**src/rtl/mast_read_byte_ctrl_if.sv**
```systemverilog
// Request/handshake bundle between the I2C master top FSM, the SCL tick
// generator and the read byte sequencer. The slave side is the sequencer.
interface mast_read_byte_ctrl_if #(
  parameter int LEN_W = 8
);

  logic             master_rd_start;
  logic [LEN_W-1:0] master_rd_len;
  logic             master_abort;
  logic             master_scl_fall_tick;
  logic             master_scl_mid_tick;
  logic             master_rec_data_shift;
  logic             master_sda_ack_low;
  logic             master_rd_busy;
  logic             master_rd_byte_valid;
  logic             master_rd_last;
  logic             master_rd_done;

  modport slave (
    input  master_rd_start,
    input  master_rd_len,
    input  master_abort,
    input  master_scl_fall_tick,
    input  master_scl_mid_tick,
    output master_rec_data_shift,
    output master_sda_ack_low,
    output master_rd_busy,
    output master_rd_byte_valid,
    output master_rd_last,
    output master_rd_done
  );

  modport master (
    output master_rd_start,
    output master_rd_len,
    output master_abort,
    output master_scl_fall_tick,
    output master_scl_mid_tick,
    input  master_rec_data_shift,
    input  master_sda_ack_low,
    input  master_rd_busy,
    input  master_rd_byte_valid,
    input  master_rd_last,
    input  master_rd_done
  );

endinterface

```
**src/rtl/mast_read_byte_ctrl.sv**
```systemverilog
// Master-side I2C read sequencer. Walks the SIPO receive register through
// a burst of bytes: one shift per SCL data bit, eight bits per byte, then
// the master ACK (more bytes wanted) or NACK (final byte) on the ninth bit.
module mast_read_byte_ctrl #(
  parameter int LEN_W = 8
) (
  input logic                  master_scl_sixt,
  input logic                  master_rst,
  mast_read_byte_ctrl_if.slave bus
);

  typedef enum logic [2:0] {
    IDLE,
    ARM,
    DATA,
    ACKW,
    ACK
  } state_t;

  state_t           state;
  logic [3:0]       bit_cnt;
  logic [LEN_W-1:0] rem_cnt;
  logic             ack_low_q;
  logic             valid_q;
  logic             last_q;
  logic             done_q;
  logic             fall_tick;
  logic             mid_tick;

  // A fall tick wins over a coincident mid tick, so the mid tick is dropped.
  assign fall_tick = bus.master_scl_fall_tick;
  assign mid_tick  = bus.master_scl_mid_tick & ~bus.master_scl_fall_tick;

  // The shift enable is combinational so the SIPO captures on the edge that
  // closes the mid-tick cycle; reset suppresses it immediately.
  assign bus.master_rec_data_shift = (state == DATA) & mid_tick & ~master_rst;
  assign bus.master_rd_busy        = (state != IDLE);
  assign bus.master_sda_ack_low    = ack_low_q;
  assign bus.master_rd_byte_valid  = valid_q;
  assign bus.master_rd_last        = last_q;
  assign bus.master_rd_done        = done_q;

  // Burst sequencing FSM with registered pulse and ACK outputs; abort pulls
  // any active transfer back to IDLE without reporting a byte or completion.
  always_ff @(posedge master_scl_sixt) begin
    if (master_rst) begin
      state     <= IDLE;
      bit_cnt   <= 4'd0;
      rem_cnt   <= '0;
      ack_low_q <= 1'b0;
      valid_q   <= 1'b0;
      last_q    <= 1'b0;
      done_q    <= 1'b0;
    end else begin
      valid_q <= 1'b0;
      last_q  <= 1'b0;
      done_q  <= 1'b0;
      if ((state != IDLE) && bus.master_abort) begin
        state     <= IDLE;
        bit_cnt   <= 4'd0;
        rem_cnt   <= '0;
        ack_low_q <= 1'b0;
      end else begin
        case (state)
          IDLE: begin
            if (bus.master_rd_start && (bus.master_rd_len != '0)) begin
              rem_cnt <= bus.master_rd_len;
              state   <= ARM;
            end
          end
          ARM: begin
            if (fall_tick) begin
              bit_cnt <= 4'd0;
              state   <= DATA;
            end
          end
          DATA: begin
            if (mid_tick) begin
              bit_cnt <= bit_cnt + 4'd1;
              if (bit_cnt == 4'd7) begin
                state   <= ACKW;
                valid_q <= 1'b1;
                last_q  <= (rem_cnt == LEN_W'(1));
              end
            end
          end
          ACKW: begin
            if (fall_tick) begin
              state     <= ACK;
              ack_low_q <= (rem_cnt > LEN_W'(1));
            end
          end
          ACK: begin
            if (fall_tick) begin
              ack_low_q <= 1'b0;
              rem_cnt   <= rem_cnt - LEN_W'(1);
              if (rem_cnt > LEN_W'(1)) begin
                bit_cnt <= 4'd0;
                state   <= DATA;
              end else begin
                state  <= IDLE;
                done_q <= 1'b1;
              end
            end
          end
          default: begin
            state <= IDLE;
          end
        endcase
      end
    end
  end

endmodule

```
**src/flat_wrapper.sv**
```systemverilog
// flat-port wrapper written by rule: the top's interface ports become plain ports
module mast_read_byte_ctrl_flat 
#(
  parameter int LEN_W = 8
)
  (master_scl_sixt, master_rst, bus_master_rd_start, bus_master_rd_len, bus_master_abort, bus_master_scl_fall_tick, bus_master_scl_mid_tick, bus_master_rec_data_shift, bus_master_sda_ack_low, bus_master_rd_busy, bus_master_rd_byte_valid, bus_master_rd_last, bus_master_rd_done);
  mast_read_byte_ctrl_if #(.LEN_W(LEN_W)) bus_i ();
  input logic master_scl_sixt;
  input logic master_rst;
  input wire logic [$bits(bus_i.master_rd_start)-1:0] bus_master_rd_start;
  input wire logic [$bits(bus_i.master_rd_len)-1:0] bus_master_rd_len;
  input wire logic [$bits(bus_i.master_abort)-1:0] bus_master_abort;
  input wire logic [$bits(bus_i.master_scl_fall_tick)-1:0] bus_master_scl_fall_tick;
  input wire logic [$bits(bus_i.master_scl_mid_tick)-1:0] bus_master_scl_mid_tick;
  output wire logic [$bits(bus_i.master_rec_data_shift)-1:0] bus_master_rec_data_shift;
  output wire logic [$bits(bus_i.master_sda_ack_low)-1:0] bus_master_sda_ack_low;
  output wire logic [$bits(bus_i.master_rd_busy)-1:0] bus_master_rd_busy;
  output wire logic [$bits(bus_i.master_rd_byte_valid)-1:0] bus_master_rd_byte_valid;
  output wire logic [$bits(bus_i.master_rd_last)-1:0] bus_master_rd_last;
  output wire logic [$bits(bus_i.master_rd_done)-1:0] bus_master_rd_done;
  assign bus_i.master_rd_start = bus_master_rd_start;
  assign bus_i.master_rd_len = bus_master_rd_len;
  assign bus_i.master_abort = bus_master_abort;
  assign bus_i.master_scl_fall_tick = bus_master_scl_fall_tick;
  assign bus_i.master_scl_mid_tick = bus_master_scl_mid_tick;
  assign bus_master_rec_data_shift = bus_i.master_rec_data_shift;
  assign bus_master_sda_ack_low = bus_i.master_sda_ack_low;
  assign bus_master_rd_busy = bus_i.master_rd_busy;
  assign bus_master_rd_byte_valid = bus_i.master_rd_byte_valid;
  assign bus_master_rd_last = bus_i.master_rd_last;
  assign bus_master_rd_done = bus_i.master_rd_done;
  mast_read_byte_ctrl #(.LEN_W(LEN_W)) u_core (.master_scl_sixt(master_scl_sixt), .master_rst(master_rst), .bus(bus_i));
endmodule
```
**config.mk**
```make
export PLATFORM = sky130hd
export DESIGN_NAME = mast_read_byte_ctrl_flat
export DESIGN_NICKNAME = d
export VERILOG_FILES = /design/src/rtl/mast_read_byte_ctrl_if.sv /design/src/rtl/mast_read_byte_ctrl.sv /design/src/flat_wrapper.sv
export SDC_FILE = /design/constraint.sdc
export NUM_CORES = 1
export LEC_CHECK = 0
export CORE_ASPECT_RATIO = 1.4
export CORE_MARGIN = 4
export CORE_UTILIZATION = 35
export CTS_BUF_LIST = sky130_fd_sc_hd__clkbuf_2 sky130_fd_sc_hd__clkbuf_4 sky130_fd_sc_hd__clkbuf_8
export DETAILED_ROUTE_END_ITERATION = 12
export PLACE_DENSITY = 0.6
export SLEW_MARGIN = 30
export SYNTH_ARGS = -nofsm -noshare
export SYNTH_HDL_FRONTEND = slang
export SYNTH_SLANG_ARGS = --single-unit
```
**constraint.sdc**
```tcl
create_clock -name master_scl_sixt -period 2.35 [get_ports master_scl_sixt]
set_input_delay 0.235 -clock master_scl_sixt [delete_from_list [all_inputs] [get_ports master_scl_sixt]]
set_output_delay 0.235 -clock master_scl_sixt [all_outputs]
set_load 0.02 [all_outputs]
```
=== After elaboration in Yosys (flattened, before gate mapping) ===
Cells that the tools add are included.

* Flip-flop bits (word level): 19
* Output and inout bits: 6
* Word-level logic and storage cells: 69

* Add/sub/neg operators: 2
* $lt $le $gt $ge: 1
* Equal/unequal tests: 13
* Mux-type cells: 21
* Bitwise operators: 9
* Reduce and logical (&&, ||, !) cells: 16

{| class="wikitable"
|+ Operator list
! operator !! count
|-
| $mux 3 || 6
|-
| $mux 4 || 4
|-
| $mux 8 || 2
|-
| $pmux 8 s2 || 1
|-
| $pmux 3 s5 || 1
|-
| $pmux 4 s3 || 1
|-
| $eq 8x1->1 const B || 1
|-
| $gt 8x1->1 const B || 1
|-
| $ne 2x2->1 const B || 4
|-
| $reduce_bool 8->1 || 1
|-
| $reduce_or 4->1 || 2
|-
| $sub 8x1->8 const B || 1
|-
| $eq 3x2->1 const B || 2
|-
| $ne 2x1->1 const B || 3
|-
| $not 1->1 || 6
|-
| $reduce_and 3->1 || 2
|-
| $reduce_and 6->1 || 1
|-
| $reduce_bool 3->1 || 2
|-
| $reduce_and 5->1 || 1
|-
| $reduce_or 5->1 || 1
|-
| $add 4x1->4 const B || 1
|-
| $eq 4x3->1 const B || 1
|-
| $mux 1 || 4
|-
| $reduce_bool 2->1 || 2
|-
| 8 further kinds || 11
|}

=== Depth between registers and ports, before layout ===
Gate-level depths: netlist of the first run.

* Word-level depth: 4
* Mapped depth: 7
* Depth with buffers taken out: 5

=== Worst setup path before layout of the first run ===
Ideal clock, no wire load.

* Path kind: reg2reg
* Start point: reg u_core.state[1]
* End point: reg u_core.rem_cnt[7]
* Setup time: 69 ps
* Arrival: 1,639 ps
* Data required time: 2,281 ps
* Path slack: 642 ps
* Stages on the path, launching flop included: 8
* Buffers on the path: 3
* Period minus slack after synthesis: 1,708 ps
* Cells stage by stage: dfxtp_1 buf_6 or3_4 buf_6 a211o_1 buf_6 a221o_1 o21ai_1

* Cells in the longest elaborated chain, start to end: 3

{| class="wikitable"
|+ Ends and longest elaborated chain
! element !! RTL line !! source
|-
| from (decl) || mast_read_byte_ctrl.sv:20 || <nowiki>state_t state;</nowiki>
|-
| from (signal assigned) || mast_read_byte_ctrl.sv:47 || <nowiki>state <= IDLE;</nowiki>
|-
| from (signal assigned) || mast_read_byte_ctrl.sv:59 || <nowiki>state <= IDLE;</nowiki>
|-
| from (signal assigned) || mast_read_byte_ctrl.sv:68 || <nowiki>state <= ARM;</nowiki>
|-
| $reduce_bool 3->1 || -- ||
|-
| net bus_master_rd_busy || flat_wrapper.sv:17 || <nowiki>output wire logic [$bits(bus_i.master_rd_busy)-1:0] bus_master_rd_busy;</nowiki>
|-
| $logic_and 1x1->1 || mast_read_byte_ctrl.sv:58 || <nowiki>if ((state != IDLE) && bus.master_abort) begin</nowiki>
|-
| $reduce_or 2->1 (no source line) || -- ||
|-
| to (signal assigned) || mast_read_byte_ctrl.sv:67 || <nowiki>rem_cnt <= bus.master_rd_len;</nowiki>
|-
| to (signal assigned) || mast_read_byte_ctrl.sv:96 || <nowiki>rem_cnt <= rem_cnt - LEN_W'(1);</nowiki>
|-
| to (decl) || mast_read_byte_ctrl.sv:22 || <nowiki>logic [LEN_W-1:0] rem_cnt;</nowiki>
|}

The timed path passes the listed nets, and every way through them passes these cells.
A chain may end at the register's enable or synchronous reset.

=== Worst setup path after layout of the first run ===
* Start point: reg u_core.state[1]
* End point: out bus_master_rec_data_shift

* Cells in the longest elaborated chain, start to end: 3

{| class="wikitable"
|+ Ends and longest elaborated chain
! element !! RTL line !! source
|-
| $eq 3x2->1 || mast_read_byte_ctrl.sv:36 || <nowiki>assign bus.master_rec_data_shift = (state == DATA) & mid_tick & ~master_rst;</nowiki>
|-
| $and 1x1->1 (2 in series) || mast_read_byte_ctrl.sv:36 ||
|-
| to (decl) || flat_wrapper.sv:15 || <nowiki>output wire logic [$bits(bus_i.master_rec_data_shift)-1:0] bus_master_rec_data_shift;</nowiki>
|}

No other way between the ends.

==> key figures, run 1 <==
Synthesis
  – Ys async rst share: 0
  – Top-area cell type share of the netlist area: 0.3301
  – Most area-hungry cell type in the Yosys netlist: dfxtp_1
  – Mux contribution to synthesized area: 0.01737
  – XOR/XNOR Fraction of Synth Area: 0
  – Largest family of logic cells by synthesized area: simple AND/OR/NAND/NOR gates
  – Synth Area in Compound Gates: 0.2486
  – Seq/Total Area, Yosys: 0.3301
  – Synth Cell Area: ~1200 sq um
  – Syn_area_per_cell: 8.290 sq um
  – Post-synth cell types: 46
  – Synthesized flop and latch total: 19
  – Synth Area in Adders: 0.03257
  – Post-synth EDFFs: 0
  – YS warnings: 0
  – Simple-Gate Fraction of Synth Area: 0.3084
  – Post-Syn Nets: between 150 and 200
  – Synthesized netlist cell count: 139
  – Top post-synthesis cells by area: dfxtp_1, a21oi_1, nand2_1
  – Main synth FF type: dfxtp_1

Critical path
  – Max incr delay on CP: ~0.61 ns
  – CP max stage cell: clkdlybuf4s50_1
  – Setup crit end kind: output port
  – Highest net fanout along the worst path: 9
  – Worst path cell trace: nor3b_4 -> nand3b_1 -> nor2_1 -> clkdlybuf4s50_1
  – Startpoint Class: flop
  – Arrival @ worst endpoint: 1.90 ns
  – Critical Path RT: about 2.1 ns
  – WS Path Type: reg -> out

Detailed routing
  – DR WL/cell: 15.23 um
  – 1st-iter DRT viols: 34
  – Final antenna-violating net count: 0
  – Drt first pass iters: 4
  – Drt total wl: 3016 um
  – Via density: roughly 5.8
  – Vias: 1,157
  – DRC: 0

Floorplan
  – Die height: 75.89 um
  – Placeable Area: around 3200 sq um
  – Die width: 56.50 um
  – I/O Pins: 20
  – Die area: 4287 sq um
  – Row count: 24
  – Initial Util: 0.3655

STA
  – Final TNS setup: 0 ns
  – Worst Tran Pin Value: approximately 0.53 ns
  – Setup violations, final: 0
  – Setup WS post-layout: 0.2186 ns
  – RSZ-0062 raised after global routing: false
  – Slew HR: 0.6404
  – Final Hold Vio Count: 0
  – Crit path time final: 2.131 ns
  – Fmax: 469.2 MHz
  – Fin crit share: 0.9070
  – Slew Limit Fails: 0
  – Max Clock Skew: 0.001745 ns

CTS
  – Root Buffer: clkbuf_8
  – # clock sinks: 19
  – Num CTS Buffers: 3
  – Clock buffer depth: 2
  – H-tree depth: 1
  – TritonCTS clock tree: yes
  – Clk pin slew, worst setup/hold paths: 0.07 ns
  – Worst-Skew Late Latency: 0.25 ns

Placement
  – Placement Cell Area: 1356 sq um
  – Setup WS pre-CTS: approximately 0.32 ns
  – Detail Placement HPWL: 2272 um
  – Routability congestion estimate from global placement: 0.9147
  – # port buffers: 19
  – # placed instances: 193

GRT
  – Largest net degree at the start of global routing: 16
  – First-pass GRT wire length: 4774 um
  – Total GRT Usage: 0.1416
  – GR Overflow Total: 0
  – Initial antenna violation count: 0
  – Vias in the first global route: between 1k and 1.5k

Min path
  – Worst Hold Class: reg -> reg

Final layout
  – Proportion of layout cells with a drive suffix above 1: 0.09434
  – Synthesis-to-layout area growth: 22.91%
  – Post-route cell area: 1416 sq um
  – Antenna Cells: 0
  – Fin nets: 177
  – Non-filler cells in the finished layout: 198

Run status
  – Status: finished, final reports clean

Power
  – Leakage: a little under 0.0005 uW
  – Pwr Density: around 560 nW/um^2
  – Design Power: ~800 uW
  – VDD IR-drop max: 293.0 uV

Flow run
  – Max Cap Viol: 0
## Yosys cell counts (2+ instances only)
library cell and number:
dfxtp_1 19, nand2_1 18, a21oi_1 14, nor2_1 11, nand3_1 8, buf_6 4, inv_1 4, nor3_1 4
a21o_1 3, a31oi_1 3, ha_1 3, nand3b_1 3, nor4_1 3, o32ai_1 3, a311oi_1 2, clkbuf_1 2
mux2i_1 2, nor3b_1 2, nor3b_2 2, o211ai_1 2, o221ai_1 2
## state kept, by name, indices dropped and copies added, names as in the netlist
name / cells
u_core.bus.master_rd_byte_valid: 1
u_core.state: 3
u_core.bit_cnt: 4
u_core.rem_cnt: 8
u_core.bus.master_sda_ack_low: 1
u_core.bus.master_rd_done: 1
u_core.bus.master_rd_last: 1
## logic make-up after synthesis
logic type	after synthesis
compound gates	41
fa+ha+maj	3
buf+inv	11
flops	19
mux	2
simple gates	63
## timing repair
action	CTS	global route
hold buffers	0	0
setup buffers	0	1
setup endpoints to repair	0	1
resized for setup	0	1
## path summary, 6_finish.rpt
| kind | from | to | slack [ns] | cells past startpoint |
|---|---|---|---|---|
| setup / recovery | u_core.state[1]$_SDFFE_PP0P_ | bus_master_rec_data_shift | 0.22 | 4 |
| hold / removal | u_core.rem_cnt[7]$_SDFFE_PP0P_ | u_core.rem_cnt[7]$_SDFFE_PP0P_ | 0.47 | 2 |
| setup reg to reg | u_core.state[2]$_SDFFE_PP0P_ | u_core.rem_cnt[3]$_SDFFE_PP0P_ | 0.53 | 4 |
| hold reg to reg | u_core.rem_cnt[7]$_SDFFE_PP0P_ | u_core.rem_cnt[7]$_SDFFE_PP0P_ | 0.47 | 2 |
## cells in the final DEF, fill, tap and decap left out, types with 2 or more instances in the layout
cell type        count
clkdlybuf4s50_1     19
dfxtp_1             19
a311oi_1             2
o221ai_1             2
o32ai_1              3
inv_1                4
nor3_1               4
nand2_1             18
clkbuf_8             3
buf_4                4
nand3_1              8
a21oi_1             14
a21o_1               3
nor4_1               3
ha_1                 3
mux2i_1              2
nor3b_1              2
a31oi_1              3
nor2_1              11
o211ai_1             2
nand3b_1             3
## through the flow
step | utilization | hold slack [ns]
after floorplan | - | 0.3214
after global placement | 0.4302 | 0.4481
after detailed placement | 0.4302 | 0.4559
after CTS | 0.4448 | 0.4657
after global routing | 0.4492 | 0.4776
final | 0.4492 | 0.4666
## report_power, final
part	switching (uW)	internal [uW]	total, uW	leakage (uW)
clock network	109	118	227	0.0000255
registers	24.5	339	364	0.000154
logic	107	90.3	198	0.000314
total	241	547	788	0.000494
## metal layers
layer,global-route usage,up-vias,part of all wire,wire length (um)
met5,0,-,0,0
met4,0.08443,0,0.016,48
met3,0.01864,6,0.052,156
met2,0.2686,37,0.52,1567
met1,0.1490,550,0.41,1244
li1,-,564,-,-
## worst max-delay path, delay by kind of cell (launching register included)
| family | cells | cell delay [ns] |
|---|---|---|
| buffers and inverters | 1 | 0.61 |
| flip-flops | 1 | 0.47 |
| AND/OR/NAND/NOR | 3 | 0.56 |
## final cells by class
| cell class | instances | area [sq um] |
|---|---|---|
| fillers | 327 | 1737 |
| multi-input cells | 109 | 705.7 |
| flip-flops and latches | 19 | 380.4 |
| repair buffers | 23 | 220.2 |
| well taps | 39 | 48.80 |
| clock buffers | 3 | 41.29 |
| inverters | 4 | 15.01 |
| clock inverters | 1 | 5.005 |
Power figures use the tool's default switching activity.
==> inputs of run 2 (changes only) <==
CORE_ASPECT_RATIO = not set   (was 1.4)
clock period = 2.3 ns   (was 2.35 ns; I/O delays follow)
==> run 2 against run 1 <==
  * Routed wire length fell by 3.7%
  * Via count shrank 1.9%
  * Critical path depth is the same
  * Total power down 5.2%
  * First-iteration DRC count up 32%
  * Sequential share of layout area increased by 0.45 points
  * Clock skew is 0.012 ns higher
  * Combinational power about the same
  * Design area decreased by 1.3%
  * Die area decreased by 0.30%
  * Critical path type unchanged
  * Highest routed layer unchanged
==> key figures, run 2 (synthesized netlist as in run 1, its figures left out) <==
GRT
  – Total GRT Usage: 0.1411 (-0.0005197)
  – Vias in the first global route: 1,044 (-6.2%)
  – GR Overflow Total: 0 (unchanged)
  – First-pass GRT wire length: 4629 um (-3.0%)
  – Largest net degree at the start of global routing: 16 (unchanged)
  – Initial antenna violation count: 0 (unchanged)

STA
  – Slew Limit Fails: 0 (unchanged)
  – RSZ-0062 raised after global routing: false
  – Setup violations, final: 0 (unchanged)
  – Slew HR: 0.5769 (-0.06348)
  – Final TNS setup: 0 ns (unchanged)
  – Fin crit share: 0.8956
  – Fmax: 485.5 MHz
  – Final Hold Vio Count: 0 (unchanged)
  – Worst Tran Pin Value: 0.6288 ns (+0.09435 ns)
  – Max Clock Skew: 0.01354 ns (+0.01179 ns)
  – Crit path time final: between 2 and 2.5 ns

Power
  – Pwr Density: 534.5 nW/um^2 (-4.0%)
  – Sw Pwr: 243.4 uW (+0.98%)
  – Sw Share: 0.3258 (+0.02005)
  – Clock Power Share: 0.235 (-0.053)
  – Cell Int Power: 503.6 uW (-8.0%)
  – VDD IR-drop max: 282.4 uV (-3.6%)
  – Leakage: 0.0004816 uW (-2.6%)
  – Sequential fraction of design power: 0.497 (+0.036)
  – Design Power: 747.0 uW (-5.2%)
  – Combinational Power Share: 0.268 (+0.017)

CTS
  – Num CTS Buffers: 3 (unchanged)
  – H-tree depth: 1 (unchanged)
  – Clock buffer depth: 2 (unchanged)
  – TritonCTS clock tree: yes
  – Clk pin slew, worst setup/hold paths: 0.12 ns (+0.05 ns)
  – # clock sinks: 19 (unchanged)
  – Hold-fix buffers, CTS: 0 (unchanged)
  – Root Buffer: clkbuf_4
  – Worst-Skew Late Latency: 0.31 ns (+0.06 ns)

Final layout
  – Top flop regs: u_core.rem_cnt: 8 flops, u_core.bit_cnt: 4 flops, u_core.state: 3 flops
  – Synthesis-to-layout area growth: 21.28%
  – Most common cell after layout, fill and taps aside: clkdlybuf4s50_1
  – Post-route cell area: 1398 sq um (-1.3%)
  – Core Util, Final: 0.4504 (+0.001197)
  – Fin nets: 176 (-0.56%)
  – Antenna Cells: 0 (unchanged)
  – Most frequent cells in the layout: clkdlybuf4s50_1, nand2_1, dfxtp_1
  – Proportion of layout cells with a drive suffix above 1: 0.09494 (+0.0005971)
  – Max reg flops: 8 (unchanged)
  – Reg with most FFs: u_core.rem_cnt
  – Layout fillers: 342 (+4.6%)

Detailed routing
  – DRC: 0 (unchanged)
  – Final antenna-violating net count: 0 (unchanged)
  – 1st-iter DRT viols: 45 (+32%)
  – Uppermost layer routed: met4
  – DR WL/cell: 14.38 um (-5.6%)
  – Met2 Wirelength: 1347 um (-14%)
  – Drt first pass iters: 5 (+1)
  – Via density: 5.619 (-3.8%)
  – WL met1: 1383 um (+11%)
  – Routed wl met3: 113 um (-28%)
  – Drt total wl: 2905 um (-3.7%)
  – Vias: 1,135 (-1.9%)

Placement
  – # port buffers: 19 (unchanged)
  – Routability congestion estimate from global placement: 0.8548 (-6.5%)
  – Detail Placement HPWL: 2102 um (-7.5%)
  – Placement Cell Area: 1355 sq um (about the same)

Run status
  – Status: finished, final reports clean

Critical path
  – Critical Path RT: 2.07 ns (-0.05 ns)
  – Register-to-Register Setup Slack: 0.49 ns (-0.04 ns)
  – Max incr delay on CP: 0.60 ns (about the same)
  – Worst path cell trace: nor3b_4 -> nand3b_1 -> nor2_1 -> clkdlybuf4s50_1
  – CP max stage cell: clkdlybuf4s50_1
  – Family with the most delay on the worst path: buffers and inverters
  – Worst Path Buf+Inv: 1 (unchanged)
  – Setup crit end kind: output port
  – Highest net fanout along the worst path: 10 (+1)
  – Startpoint Class: flop
  – Arrival @ worst endpoint: 1.83 ns (-0.07 ns)
  – WS Path Type: reg -> out

Min path
  – Worst Hold Class: reg -> reg

Floorplan
  – Die width: 65.38 um (+16%)
  – I/O Pins: 20 (unchanged)
  – Placeable Area: 3103 sq um (-1.6%)
  – Die height: 65.38 um (-14%)
  – Row count: 20 (-17%)
  – Initial Util: 0.3714 (+0.005895)
  – Die area: 4275 sq um (-0.30%)

Flow run
  – Max Cap Viol: 0 (unchanged)
==> run 2: final cells by class <==
type                    count  area, sq um  area share
clock buffers               3        22.52     0.01611
flip-flops and latches     19        381.6      0.2731
clock inverters             1        5.005    0.003581
repair buffers             22        212.7      0.1522
well taps                  44        55.05     0.03939
multi-input cells         109        705.7      0.5049
inverters                   4        15.01     0.01074
==> run 2: power by group through the flow <==
stage	logic (uW)	registers (uW)	clock network, uW
after global placement	195	376	0
after floorplan	154	365	0
after detailed placement	195	377	0
after global routing	221	375	195
after CTS	197	371	184
final	200	371	175
==> run 2: metal layers <==
metal | vias up | track usage
li1 | 560 | -
met1 | 549 | 0.1762
met2 | 18 | 0.2174
met3 | 8 | 0.04444
met4 | 0 | 0.06995
met5 | - | 0
==> run 2: timing repair <==
item	4_1_cts	5_1_grt
endpoints found under the setup margin	1	1
endpoints found under the hold margin	0	0
buffers inserted	0	1
pin swaps	0	1
resized for setup	2	0
==> run 2: final timing paths <==
kind | startpoint | to | cells past startpoint
worst max-delay path | u_core.state[0]$_SDFFE_PP0P_ | bus_master_rec_data_shift | 4
worst max register to register | u_core.state[2]$_SDFFE_PP0P_ | u_core.rem_cnt[5]$_SDFFE_PP0P_ | 4
worst min register to register | u_core.rem_cnt[7]$_SDFFE_PP0P_ | u_core.rem_cnt[7]$_SDFFE_PP0P_ | 2
worst min-delay path | u_core.rem_cnt[7]$_SDFFE_PP0P_ | u_core.rem_cnt[7]$_SDFFE_PP0P_ | 2
==> run 2: tightest hold or removal path, cell delays in order, from the launching register on <==
cell     delay [ns]
dfxtp_1        0.33
nand2_1        0.05
o21ai_1        0.05
==> run 2: through the flow <==
step | hold WS [ns] | setup slack [ns] | instances
after CTS | 0.4702 | 0.06212 | 201
after global routing | 0.5031 | 0.1121 | 202
after floorplan | 0.3164 | 0.5919 | 139
final | 0.4678 | 0.2402 | 202
after detailed placement | 0.4529 | 0.2596 | 197
after global placement | 0.4461 | 0.2570 | 197
==> inputs of run 3 (changes only) <==
ABC_AREA = 1   (was not set)
PLACE_DENSITY = 0.59   (was 0.6)
SETUP_SLACK_MARGIN = 0.4   (was not set)
==> run 3 against run 2 <==
  * Non-clock buffer count shrank 3
  * Critical path type unchanged
  * Critical endpoint is now bus_master_rd_busy
  * Largest power group is now combinational logic
  * Register-to-register slack gained 0.26 ns
  * Flip-flop and latch count is the same
  * Largest cell class unchanged
==> key figures, run 3 <==
GRT
  – Initial antenna violation count: 0 (unchanged)
  – Vias in the first global route: 1,109 (+6.2%)
  – Total GRT Usage: 0.1270 (-0.01404)
  – Largest net degree at the start of global routing: 13 (-3)
  – GR Overflow Total: 0 (unchanged)
  – First-pass GRT wire length: 5009 um (+8.2%)

Critical path
  – WS Path Type: reg -> out
  – Worst path cell trace: nor2_4 -> inv_2 -> nor2_4 -> inv_2 -> clkdlybuf4s50_1
  – Critical Path RT: 2.07 ns (about the same)
  – Arrival @ worst endpoint: 1.60 ns (-0.23 ns)
  – Setup crit end kind: output port
  – Highest net fanout along the worst path: 5 (-5)
  – Family with the most delay on the worst path: buffers and inverters
  – Startpoint Class: flop
  – Worst Path Buf+Inv: 3 (+2)
  – Max incr delay on CP: 0.61 ns (about the same)
  – CP max stage cell: clkdlybuf4s50_1

STA
  – Fin crit share: 0.7964 (-0.09917)
  – Setup violations, final: 0 (unchanged)
  – RSZ-0062 raised after global routing: false
  – Crit path time final: 1.832 ns (-0.2281 ns)
  – Final Hold Vio Count: 0 (unchanged)
  – Final TNS setup: 0 ns (unchanged)
  – Worst Tran Pin Value: 0.3815 ns (-0.2472 ns)
  – Slew Limit Fails: 0 (unchanged)
  – Fmax: 545.9 MHz (+12%)
  – Max Clock Skew: 0.001496 ns (-0.01204 ns)
  – Slew HR: 0.7429 (+0.1660)

CTS
  – Clock buffer depth: 2 (unchanged)
  – Num CTS Buffers: 3 (unchanged)
  – H-tree depth: 1 (unchanged)
  – Clk pin slew, worst setup/hold paths: 0.06 ns (-0.06 ns)
  – Worst-Skew Late Latency: 0.25 ns (-0.06 ns)
  – TritonCTS clock tree: yes
  – # clock sinks: 19 (unchanged)
  – Root Buffer: clkbuf_8

Synthesis
  – Top-area cell type share of the netlist area: 0.2920 (-0.03805)
  – Synth Cell Area: 1302 sq um (+13%)
  – Largest family of logic cells by synthesized area: simple AND/OR/NAND/NOR gates
  – Post-synth EDFFs: 0 (unchanged)
  – Simple-Gate Fraction of Synth Area: 0.4140 (+0.1057)
  – Ys async rst share: 0 (unchanged)
  – Main synth FF type: dfxtp_1
  – Post-synth cell types: 28 (-39%)
  – Post-Syn Nets: 213 (+37%)
  – Synthesized netlist cell count: 196 (+41%)
  – YS warnings: 0 (unchanged)
  – Syn_area_per_cell: 6.645 sq um (-20%)
  – Top-count cell post-synth: nand2_1
  – Synth Area in Adders: 0.02882 (-0.003755)
  – Commonest cells post-synth: nand2_1, nor2_1, inv_1
  – Most area-hungry cell type in the Yosys netlist: dfxtp_1
  – Mux contribution to synthesized area: 0 (-0.01737)
  – Seq/Total Area, Yosys: 0.2920 (-0.03805)
  – Synth Area in Compound Gates: 0.1451 (-0.1036)
  – XOR/XNOR Fraction of Synth Area: 0 (unchanged)
  – Top post-synthesis cells by area: dfxtp_1, nand2_1, nand3_1
  – Synthesized flop and latch total: 19 (unchanged)

Power
  – Cell Int Power: 820.4 uW (+63%)
  – Clock Power Share: 0.155 (-0.080)
  – VDD IR-drop max: 371.3 uV (+31%)
  – Pwr Density: 964.5 nW/um^2 (+80%)
  – Combinational Power Share: 0.523 (+0.255)
  – Sw Share: 0.4553 (+0.1295)
  – Leakage: 0.0007027 uW (+46%)
  – Sequential fraction of design power: 0.322 (-0.175)
  – Sw Pwr: 685.7 uW (+180%)

Flow run
  – Max Cap Viol: 0 (unchanged)

Floorplan
  – Initial Util: 0.3755 (+0.004170)
  – I/O Pins: 20 (unchanged)
  – Die height: 69.01 um (+5.5%)
  – Placeable Area: 3468 sq um (+12%)
  – Die area: 4762 sq um (+11%)
  – Row count: 21 (+5.0%)
  – Die width: 69.01 um (+5.5%)

Detailed routing
  – Drt first pass iters: 4 (-1)
  – DR WL/cell: 10.59 um (-26%)
  – Via density: 4.573 (-19%)
  – Vias: 1,198 (+5.6%)
  – Drt total wl: 2775 um (-4.5%)
  – Final antenna-violating net count: 0 (unchanged)
  – 1st-iter DRT viols: 57 (+27%)
  – DRC: 0 (unchanged)

Final layout
  – Top flop regs: u_core.rem_cnt: 8 flops, u_core.bit_cnt: 4 flops, u_core.state: 3 flops
  – Most common cell after layout, fill and taps aside: nand2_1
  – Proportion of layout cells with a drive suffix above 1: 0.1389 (+0.04395)
  – Reg with most FFs: u_core.rem_cnt
  – Fin nets: 234 (+33%)
  – Max reg flops: 8 (unchanged)
  – Post-route cell area: 1562 sq um (+12%)
  – Synthesis-to-layout area growth: 19.88%
  – Non-filler cells in the finished layout: 262 (+30%)
  – Antenna Cells: 0 (unchanged)
  – Most frequent cells in the layout: nand2_1, nor2_1, inv_1

Placement
  – # port buffers: 19 (unchanged)
  – # placed instances: 258 (+31%)
  – Detail Placement HPWL: 2286 um (+8.8%)
  – Routability congestion estimate from global placement: 0.7785 (-8.9%)
  – Placement Cell Area: 1513 sq um (+12%)

Min path
  – Worst Hold Class: reg -> reg

Run status
  – Status: finished, final reports clean
==> run 3: cell count changes in the layout (fill, tap and decap cells not counted), moves of 5 or more <==
| cell | delta |
|---|---|
| nor2_1 | +17 |
| a21oi_2 | +7 |
| inv_1 | +23 |
| o21ai_1 | +5 |
| nand2_1 | +26 |
| nand3_1 | +15 |
| o21ai_0 | +8 |
| a21oi_1 | -13 |
==> run 3: final timing paths <==
path / cells after the start / endpoint / startpoint / slack, ns
hold reg to reg: 2 / u_core.bit_cnt[3]$_SDFFE_PP0P_ / u_core.bit_cnt[3]$_SDFFE_PP0P_ / 0.50
setup / recovery: 5 / bus_master_rd_busy / u_core.state[0]$_SDFFE_PP0P_ / 0.47
hold / removal: 2 / u_core.bit_cnt[3]$_SDFFE_PP0P_ / u_core.bit_cnt[3]$_SDFFE_PP0P_ / 0.50
setup reg to reg: 8 / u_core.rem_cnt[2]$_SDFFE_PP0P_ / u_core.state[1]$_SDFFE_PP0P_ / 0.75
==> run 3: kinds of logic after synthesis <==
kind of cell	after synthesis
adder cells (fa/ha/maj)	3
buffers and inverters	34
AO/OA/AOI/OAI	27
flip-flops	19
AND/OR/NAND/NOR	113
==> run 3: timing repair <==
| item | 4_1_cts | 5_1_grt |
|---|---|---|
| buffers inserted | 0 | 0 |
| hold buffers | 0 | 0 |
| setup endpoints to repair | 1 | 0 |
| gates resized for setup | 2 | 0 |
==> run 3: layer usage <==
layer / GRT usage / vias to the layer above / share of wire
met5: 0 / - / 0
met4: 0.03905 / 0 / 0.013
met2: 0.1907 / 20 / 0.45
met3: 0.03198 / 2 / 0.036
li1: - / 661 / -
met1: 0.1773 / 515 / 0.51
==> run 3: power groups by stage <==
stage / logic (uW) / registers [uW] / clock network [uW]
3_5_place_dp: 795 / 489 / 0
6_report: 788 / 485 / 234
2_1_floorplan: 649 / 471 / 0
4_1_cts: 798 / 484 / 243
3_3_place_gp: 791 / 490 / 0
5_1_grt: 894 / 498 / 260
==> run 3: final cells by class <==
class	count	area, sq um
Multi-Input combinational cell	143	765.7
Tap cell	46	57.56
Inverter	31	118.9
Fill cell	382	1907
Clock buffer	4	48.80
Timing Repair Buffer	19	188.9
Sequential cell	19	381.6
==> run 3: worst reg2reg max path, cell delays in order, from the launching register on <==
cell     delay [ns]
dfxtp_2        0.38
nor2_2         0.18
nand2_4        0.11
inv_4          0.15
nand2_2        0.11
nand2_2        0.22
inv_1          0.14
nor2_1         0.12
nor2_1         0.05
==> run 3: per-stage QoR <==
stage                     total power, uW  worst slack, ns  utilization  hold slack, ns
after floorplan                      1120           0.9071            -          0.3867
after detailed placement             1284           0.3258       0.4361          0.4908
final                                1506           0.4683       0.4502          0.4994
after global placement               1280           0.3733       0.4361          0.4849
after CTS                            1525           0.4487       0.4502          0.5004
after global routing                 1651           0.4017       0.4502          0.5299
